File: src/rtl/pc_jump_ctrl.sv
// Program counter owner for the fetch stage: sequencing of increment,
// jump redirect, deferred redirect under stall/imem-busy, and IF flush.
module pc_jump_ctrl #(
  parameter int                 ADDR_W     = 16,
  parameter logic [ADDR_W-1:0]  RESET_PC   = '0,
  parameter bit                 DELAY_SLOT = 1'b1,
  parameter int                 CNT_W      = 16
) (
  input  logic              clk,
  input  logic              rst,
  input  logic              jump_en,
  input  logic [ADDR_W-1:0] jump_addr,
  input  logic              stall,
  input  logic              imem_ready,
  output logic [ADDR_W-1:0] pc,
  output logic [ADDR_W-1:0] pc_plus1,
  output logic              if_flush,
  output logic              jump_pending,
  output logic [CNT_W-1:0]  jump_count
);

  typedef enum logic {
    ST_RUN,
    ST_PEND
  } state_t;

  state_t            r_state;
  logic [ADDR_W-1:0] r_pc;
  logic [ADDR_W-1:0] r_pend_addr;
  logic [CNT_W-1:0]  r_cnt;

  logic              w_adv;
  logic              w_in_run;
  logic              w_in_pend;
  logic              w_apply;
  logic              w_cnt_max;
  logic [ADDR_W-1:0] w_tgt;
  logic [ADDR_W-1:0] w_pc_inc;

  assign w_adv     = ~stall & imem_ready;
  assign w_in_run  = (r_state == ST_RUN);
  assign w_in_pend = (r_state == ST_PEND);
  assign w_cnt_max = &r_cnt;
  assign w_pc_inc  = r_pc + ADDR_W'(1);

  // a fresh target in the exit cycle beats the latched one
  assign w_tgt = jump_en ? jump_addr : r_pend_addr;

  assign w_apply = ~rst & w_adv &
                   ((w_in_run & jump_en) | w_in_pend);

  always_ff @(posedge clk) begin
    if (rst) begin
      r_state     <= ST_RUN;
      r_pc        <= RESET_PC;
      r_pend_addr <= '0;
      r_cnt       <= '0;
    end else begin
      unique case (1'b1)
        w_in_run: begin
          if (jump_en) begin
            if (w_adv) begin
              r_pc <= jump_addr;
            end else begin
              r_pend_addr <= jump_addr;
              r_state     <= ST_PEND;
            end
          end else if (w_adv) begin
            r_pc <= w_pc_inc;
          end
        end
        w_in_pend: begin
          if (jump_en) begin
            r_pend_addr <= jump_addr;
          end
          if (w_adv) begin
            r_pc    <= w_tgt;
            r_state <= ST_RUN;
          end
        end
        default: begin
          r_state <= ST_RUN;
        end
      endcase
      if (w_apply && !w_cnt_max) begin
        r_cnt <= r_cnt + CNT_W'(1);
      end
    end
  end

  assign pc           = r_pc;
  assign pc_plus1     = w_pc_inc;
  assign if_flush     = DELAY_SLOT ? 1'b0 : w_apply;
  assign jump_pending = ~rst & w_in_pend;
  assign jump_count   = r_cnt;

endmodule

File: config.mk
export PLATFORM = sky130hd
export DESIGN_NAME = pc_jump_ctrl
export DESIGN_NICKNAME = d
export VERILOG_FILES = /design/src/rtl/pc_jump_ctrl.sv
export SDC_FILE = /design/constraint.sdc
export NUM_CORES = 1
export LEC_CHECK = 0
export ABC_CLOCK_PERIOD_IN_PS = 5900
export CELL_PAD_IN_SITES_DETAIL_PLACEMENT = 1
export CELL_PAD_IN_SITES_GLOBAL_PLACEMENT = 2
export CORE_ASPECT_RATIO = 1.1
export CORE_UTILIZATION = 30
export DETAILED_ROUTE_END_ITERATION = 8
export GPL_TIMING_DRIVEN = 1
export PLACE_DENSITY = 0.95
export SETUP_SLACK_MARGIN = 0.02
export SLEW_MARGIN = 10
export SYNTH_ARGS = -nofsm -noshare
export SYNTH_HDL_FRONTEND = slang
export SYNTH_SLANG_ARGS = --single-unit
File: constraint.sdc
create_clock -name clk -period 5.9 [get_ports clk]
set_clock_uncertainty 0.1 [all_clocks]
set_input_delay 1.18 -clock clk [delete_from_list [all_inputs] [get_ports clk]]
set_output_delay 1.18 -clock clk [all_outputs]
set_load 0.01 [all_outputs]
## After elaboration in Yosys (flattened, before gate mapping)

Index checks and enable logic that the tools add are counted.

- Add/subtract/negate cells: 2
- Equal/unequal tests: 4
- Multiplexer cells: 12
- Bitwise gates (word level): 9
- Reduce and logical (&&, ||, !) cells: 5

Operator list:

| cell | number |
|---|---|
| $mux W16 | 7 |
| $pmux W16 S2 | 2 |
| $add A16 B1 Y16 const B | 2 |
| $reduce_and A16 Y1 | 1 |
| $ne A2 B2 Y1 const B | 3 |
| $and A1 B1 Y1 | 5 |
| $reduce_and A2 Y1 | 2 |
| $not A1 Y1 | 3 |
| $mux W1 | 2 |
| $ne A2 B1 Y1 const B | 1 |
| $pmux W1 S2 | 1 |
| $logic_and A1 B1 Y1 | 1 |
| $logic_not A1 Y1 | 1 |
| $or A1 B1 Y1 | 1 |

- Register bits: 49
- Bits of input ports: 21
- Output and inout bits: 50

## Longest topological paths before layout

Gate-level depths: netlist of the first run.

- Word-level depth: 5
- Mapped depth: 7
- Depth with buffers taken out: 5

## Least setup slack after synthesis of the first run

OpenSTA, ideal clock, no wires.

- Path kind: input port to output port
- Start point: input port rst
- End point: output port jump_pending
- Data arrival time: 1817 ps
- Slack: 2803 ps
- Stages on the path: 3
- Path through: clkbuf_1 clkbuf_1 nor2b_1

- Cells in the longest elaborated chain, start to end: 2

RTL lines:

| what | line | text |
|---|---|---|
| start: declaration | 10 | `input logic rst,` |
| $not A1 Y1 | 94 | `assign jump_pending = ~rst & w_in_pend;` |
| $and A1 B1 Y1 | 94 |  |
| end: declaration | 18 | `output logic jump_pending,` |

Every way passes these cells.

## Final worst setup path of the first run

Same ends and word-level chain as after synthesis.

==> results of run 1 <==
-- cells in the final DEF (no fill, tap or decap), types with 2 or more instances in the layout --
master | netlist | final
clkdlybuf4s50_1 | 0 | 69
dfxtp_1 | 49 | 49
nand2_1 | 39 | 39
nor2_1 | 28 | 28
a21oi_1 | 28 | 28
mux2i_1 | 20 | 20
o21ai_0 | 20 | 20
nand3_1 | 17 | 17
nor3_1 | 13 | 13
xnor2_1 | 8 | 8
inv_1 | 8 | 8
or4_1 | 8 | 8
nand4_1 | 7 | 7
o31ai_1 | 7 | 7
xor2_1 | 6 | 6
clkbuf_8 | 0 | 6
nor4_1 | 5 | 5
or3_1 | 5 | 5
a31oi_1 | 5 | 5
and3_1 | 4 | 4
nor2b_1 | 4 | 4
o211ai_1 | 4 | 4
nand3b_1 | 4 | 4
buf_4 | 4 | 4
and4_1 | 3 | 3
or2_2 | 3 | 3
o41ai_1 | 3 | 3
a211oi_1 | 2 | 2
o311ai_0 | 2 | 2
o21bai_1 | 2 | 2
a31o_2 | 2 | 2
a21o_1 | 2 | 2
nand2b_1 | 2 | 2
nor3b_1 | 2 | 2
mux2_2 | 2 | 2
ha_1 | 2 | 2
-- layout make-up --
class	count	area (um2)	share of cell area, %
multi-input cells	276	1720	46.3
flip-flops and latches	49	981	26.4
inverters	8	30.0	0.809
clock buffers	7	86.3	2.33
repair buffers	73	721	19.4
well taps	114	143	3.84
clock inverters	1	30.0	0.809
-- stage by stage --
stage	worst slack (ps)	hold slack [ps]	instances
floorplan	2800	363	359
global placement	1930	375	520
detailed placement	1920	393	520
CTS	1920	414	528
global route	1820	446	528
finish	1920	409	528
-- worst paths after layout --
kind | startpoint | endpoint | slack (ps) | cells after the start
worst max-delay path | rst | jump_pending | 1920 | 4
worst min-delay path | r_pend_addr[4]$_SDFFE_PP0P_ | r_pend_addr[4]$_SDFFE_PP0P_ | 410 | 2
worst max register to register | r_state$_SDFF_PP0_ | jump_count[10]$_SDFFE_PP0P_ | 3620 | 5
worst min register to register | r_pend_addr[4]$_SDFFE_PP0P_ | r_pend_addr[4]$_SDFFE_PP0P_ | 410 | 2
-- power groups by stage --
stage / logic, mW / registers (mW) / clock network (mW)
after floorplan: 0.0651 / 0.365 / 0
after global placement: 0.117 / 0.366 / 0
after detailed placement: 0.120 / 0.367 / 0
after CTS: 0.121 / 0.359 / 0.262
after global routing: 0.130 / 0.361 / 0.277
final: 0.120 / 0.359 / 0.255
-- worst min-delay path, stage by stage, from the launching register on --
cell and delay (ps):
dfxtp_1 340, mux2i_1 70, nor2_1 80
-- cell usage after synthesis (3+ instances only) --
library cell,number
a21oi_1,28
a31oi_1,5
and3_1,4
and4_1,3
buf_4,4
clkbuf_1,19
dfxtp_1,49
inv_1,8
mux2i_1,20
nand2_1,39
nand3_1,17
nand3b_1,4
nand4_1,7
nor2_1,28
nor2b_1,4
nor3_1,13
nor4_1,5
o211ai_1,4
o21ai_0,20
o31ai_1,7
o41ai_1,3
or2_2,3
or3_1,5
or4_1,8
xnor2_1,8
xor2_1,6
-- metal layers --
metal	vias up	part of all wire [%]	track usage, %
met1	1434	44	23.0
met2	63	50	31.9
met5	-	0	0
li1	1414	-	-
met4	0	2.6	7.03
met3	17	3.1	2.27
-- logic make-up after synthesis --
logic type,after synthesis,share of synthesized area [%]
adder cells (fa/ha/maj),2,0.877
AND/OR/NAND/NOR,151,27.7
other,1,0.131
buffers and inverters,34,5.35
multiplexers,22,7.81
flip-flops,49,34.4
XOR/XNOR,14,4.30
AO/OA/AOI/OAI,86,19.5
-- sequential cells by signal, indices dropped and copies added (netlist names) --
register / count
jump_count: 16
r_state: 1
pc: 16
r_pend_addr: 16
==> results_dict.tcl, run 1 <==
set metrics [dict create \
    status "completed" \
    die-area_mm2 0.00990 \
    tns_ps 0 \
    ys_types 54 \
    start_util_pct 31.5 \
    clk_pin_slew_ps 90 \
    wl_per_cell_um 16.7 \
    antenna_cells 0 \
    rsz0062_at_grt "false" \
    path_buf_inv 3 \
    postCtsHoldBufs 0 \
    post-route-util_pct 41.0 \
    remaining_drc_errors 0 \
    first_pass_iters 4 \
    max_stage_delay_ps 490 \
    critPathSlowestCell "clkdlybuf4s50_1" \
    clock_latency_ps 300 \
    worstPathCellList "clkdlybuf4s50_1 -> buf_4 -> nor2b_1 -> clkdlybuf4s50_1" \
    synth-edff-count 0 \
    path_delay_family "buffers and inverters" \
    drtAntennaViolNets 0 \
    yosysTopAreaCell "dfxtp_1" \
    ys_async_sr_fraction_pct 0 \
    ys_ff_latch 49 \
    clk_path_buf_depth 2 \
    post-cts-setup-buffers 0 \
    hold_class "register to register" \
    cts_buffers 5 \
    final_nets 436 \
    crit_required_ps 4620 \
    grt_max_degree 50 \
    synth_top_flop_cell "dfxtp_1" \
    drive_gt1_share_pct 5.80 \
    cts_sinks 49 \
    netlist_instances 359 \
    post-synth-top-area-fraction_pct 34.4 \
    avgSynthCellArea_um2 7.95 \
    area_delta_synth_final_pct 30.0 \
    critPathArrivalTime_ps 2700 \
    synth_area_mm2 0.00285 \
    placed_cell_area_mm2 0.00359 \
    setup.worst_path.class "primary input to output port" \
    yosysSeqAreaShare_pct 34.4 \
    finalPower_mw 0.734 \
    grt_pass1_vias 2973 \
    grt_usage_pct 18.5 \
    synth_area_leaders "dfxtp_1 (34%), mux2i_1 (7.0%), nand2_1 (5.1%)" \
    intPower_mw 0.541 \
    drt_wl_total_mm 8.81 \
    p_leak_nw 1.27 \
    ir_drop_v 0.000110 \
    antenna_found_initial 0 \
    worst_setup_path_start_kind "primary input" \
    p_clk_share_pct 34.8 \
    critPathCaptureType "output port" \
    final_cell_area_mm2 0.00371 \
    synthesis.nets 382 \
    htreeDepth 2 \
    die_width_um 95.0 \
    hold_viol_final 0 \
    setup_violations 0 \
    p_sw_mw 0.193 \
    tightest_slew_ps 1220 \
    path_common_cell "clkdlybuf4s50_1" \
    fillers 1092 \
    maxSlewHeadroom_pct 18.8 \
    routed-via-count 2928 \
    swShare_pct 26.3 \
    ios 71 \
    drtIter0Drc 174 \
    rows 36 \
    cts_resized 0 \
    via_per_inst 5.55 \
    die_h_um 104 \
    power_frac_seq_pct 48.9 \
    drv_slew 0 \
    port_buffers 69 \
    root_buffer "clkbuf_8" \
    share_comb_of_total_power_pct 16.3 \
    coreArea_mm2 0.00905 \
    min_period_ps 3980 \
    cts_tree "built" \
    post-route-period-util_pct 67.4 \
    gp_congestion 0.774 \
    grt_pass1_wl_mm 14.5 \
    dp_hpwl_mm 6.34 \
    fmax_mhz 251 \
    synth_warnings 0 \
    maxCapViolCount 0 \
    gr-total-overflow 0 \
    power_density_mw_per_mm2 198 \
    crit_fanout 49 \
]
Note: power is estimated with default switching activity, not from simulation.
==> run 2: changes to the inputs <==
- ABC_CLOCK_PERIOD_IN_PS: 5900 -> 3950
- CORE_UTILIZATION: 30 -> 28
- PLACE_DENSITY: 0.95 -> 0.91
- clock period: 5.9 -> 3.95 ns (I/O delays scaled with it)
==> run 2 against run 1 <==
Net effect:
- the run now ends with design-rule violations left
- sequential cell count is the same
- routed wire length rose by 3.0%
- sequential share of layout area is 0.18 points lower
- clock-buffer cell count shrank 2
- non-clock buffer count increased by 4
- final cell count increased by 1.7%
- global-route usage decreased by 0.81 points
- hold slack gained 1.0 ps
- sequential power is 50% higher
- die area up 7.0%
- largest cell class unchanged
==> results_dict.tcl, run 2 (synthesis results as in run 1) <==
set metrics [dict create \
    swShare_pct 26.9 \
    violations "design-rule violations" \
    start_util_pct 28.8 \
    cts_resized 0 \
    first_pass_iters 8 \
    gp_congestion 0.812 \
    drt_wl_total_mm 9.08 \
    setup.worst_path.class "register to output port" \
    path_delay_family "simple AND/OR/NAND/NOR gates" \
    critPathCaptureType "output port" \
    critPathSlowestCell "nor4b_1" \
    hold_viol_final 0 \
    drive_gt1_share_pct 6.71 \
    routed-via-count 2941 \
    root_buffer "clkbuf_8" \
    grt_pass1_wl_mm 14.9 \
    antenna_cells 0 \
    hold_class "register to register" \
    max_stage_delay_ps 770 \
    dp_hpwl_mm 6.62 \
    multi_input_area_mm2 0.00172 \
    grt_usage_pct 17.7 \
    die-area_mm2 0.0106 \
    grt_max_degree 32 \
    ir_drop_v 0.000122 \
    die_h_um 108 \
    fmax_mhz 288 \
    fillers 1188 \
    placed_cell_area_mm2 0.00363 \
    final_nets 440 \
    coreArea_mm2 0.00989 \
    p_sw_mw 0.291 \
    via_per_inst 5.48 \
    cts_sinks 49 \
    power_density_mw_per_mm2 289 \
    r2r_slack_ps 1690 \
    cts_buffers 5 \
    post-cts-setup-buffers 0 \
    rsz0062_at_grt "false" \
    seqCellArea_um2 981 \
    status "complete, but fails checks" \
    wl_per_cell_um 16.9 \
    rows 38 \
    p_leak_nw 1.29 \
    cts_tree "built" \
    die_width_um 98.2 \
    worst_setup_path_start_kind "register" \
    clk_path_buf_depth 2 \
    remaining_drc_errors 3 \
    gr-total-overflow 0 \
    drtAntennaViolNets 0 \
    worstPathCellList "nand3_1 -> nor4b_1 -> xor2_1 -> clkdlybuf4s50_1" \
    tns_ps 0 \
    drv_slew 0 \
    final_cell_area_mm2 0.00373 \
    port_buffers 69 \
    maxSlewHeadroom_pct 48.1 \
    share_comb_of_total_power_pct 16.8 \
    critPathArrivalTime_ps 2580 \
    clk_pin_slew_ps 90 \
    antenna_found_initial 0 \
    min_period_ps 3470 \
    grt_pass1_vias 2958 \
    intPower_mw 0.789 \
    drtIter0Drc 96 \
    clock_latency_ps 300 \
    ios 71 \
    path_buf_inv 1 \
    crit_required_ps 3060 \
    post-route-period-util_pct 87.8 \
    postCtsHoldBufs 0 \
    power_frac_seq_pct 49.8 \
    final_common_cell "clkdlybuf4s50_1" \
    htreeDepth 2 \
    crit_fanout 8 \
    setup_violations 0 \
    final_cell_mix "clkdlybuf4s50_1 (69), dfxtp_1 (49), nand2_1 (39)" \
    tightest_slew_ps 768 \
    maxCapViolCount 0 \
    p_clk_share_pct 33.3 \
    area_delta_synth_final_pct 30.9 \
]
[run 2: per-stage QoR]
| stage | total power, mW | utilization (%) | hold slack [ps] | setup WS [ps] | std cells |
|---|---|---|---|---|---|
| 2_1_floorplan | 0.642 | - | 363 | 1520 | 359 |
| 3_3_place_gp | 0.726 | 36.7 | 375 | 840 | 530 |
| 3_5_place_dp | 0.732 | 36.7 | 389 | 761 | 530 |
| 4_1_cts | 1.09 | 37.8 | 414 | 419 | 537 |
| 5_1_grt | 1.13 | 37.8 | 433 | 225 | 537 |
| 6_report | 1.08 | 37.8 | 410 | 483 | 537 |
[run 2: worst paths after layout]
check                         startpoint                     endpoint  cells after the start
min          r_pend_addr[1]$_SDFFE_PP0P_  r_pend_addr[1]$_SDFFE_PP0P_                      2
max                   pc[2]$_SDFFE_PP0P_                 pc_plus1[11]                      4
max reg2reg   jump_count[0]$_SDFFE_PP0P_   jump_count[8]$_SDFFE_PP0P_                      5
min reg2reg  r_pend_addr[1]$_SDFFE_PP0P_  r_pend_addr[1]$_SDFFE_PP0P_                      2
[run 2: layer usage]
layer  share of wire [%]  up-vias  GRT usage [%]  wire length (um)
met5                   0        -              0                 0
met4                 1.4        0           4.26               123
met3                 3.5        9           3.18               319
met2                  50       61           31.4              4570
met1                  45     1442           22.1              4070
li1                    -     1429              -                 -
[run 2: cell type report]
class,instances,area share [%]
clock buffer,5,1.84
tap,120,4.02
inverter,8,0.804
clock inverter,2,0.938
multi-input combinational,276,46.0
timing repair buffer,77,20.1
sequential,49,26.3
[run 2: worst register-to-register path, cell delays in order, from the launching register on]
cell	delay, ps
dfxtp_1	430
ha_1	240
inv_1	120
or4_1	700
or4_1	460
a21oi_1	140
[run 2: power groups by stage]
stage / combinational [mW] / sequential, mW / clock [mW]
CTS: 0.184 / 0.538 / 0.367
finish: 0.182 / 0.538 / 0.360
floorplan: 0.0973 / 0.545 / 0
global placement: 0.179 / 0.548 / 0
detailed placement: 0.183 / 0.549 / 0
global route: 0.198 / 0.541 / 0.387
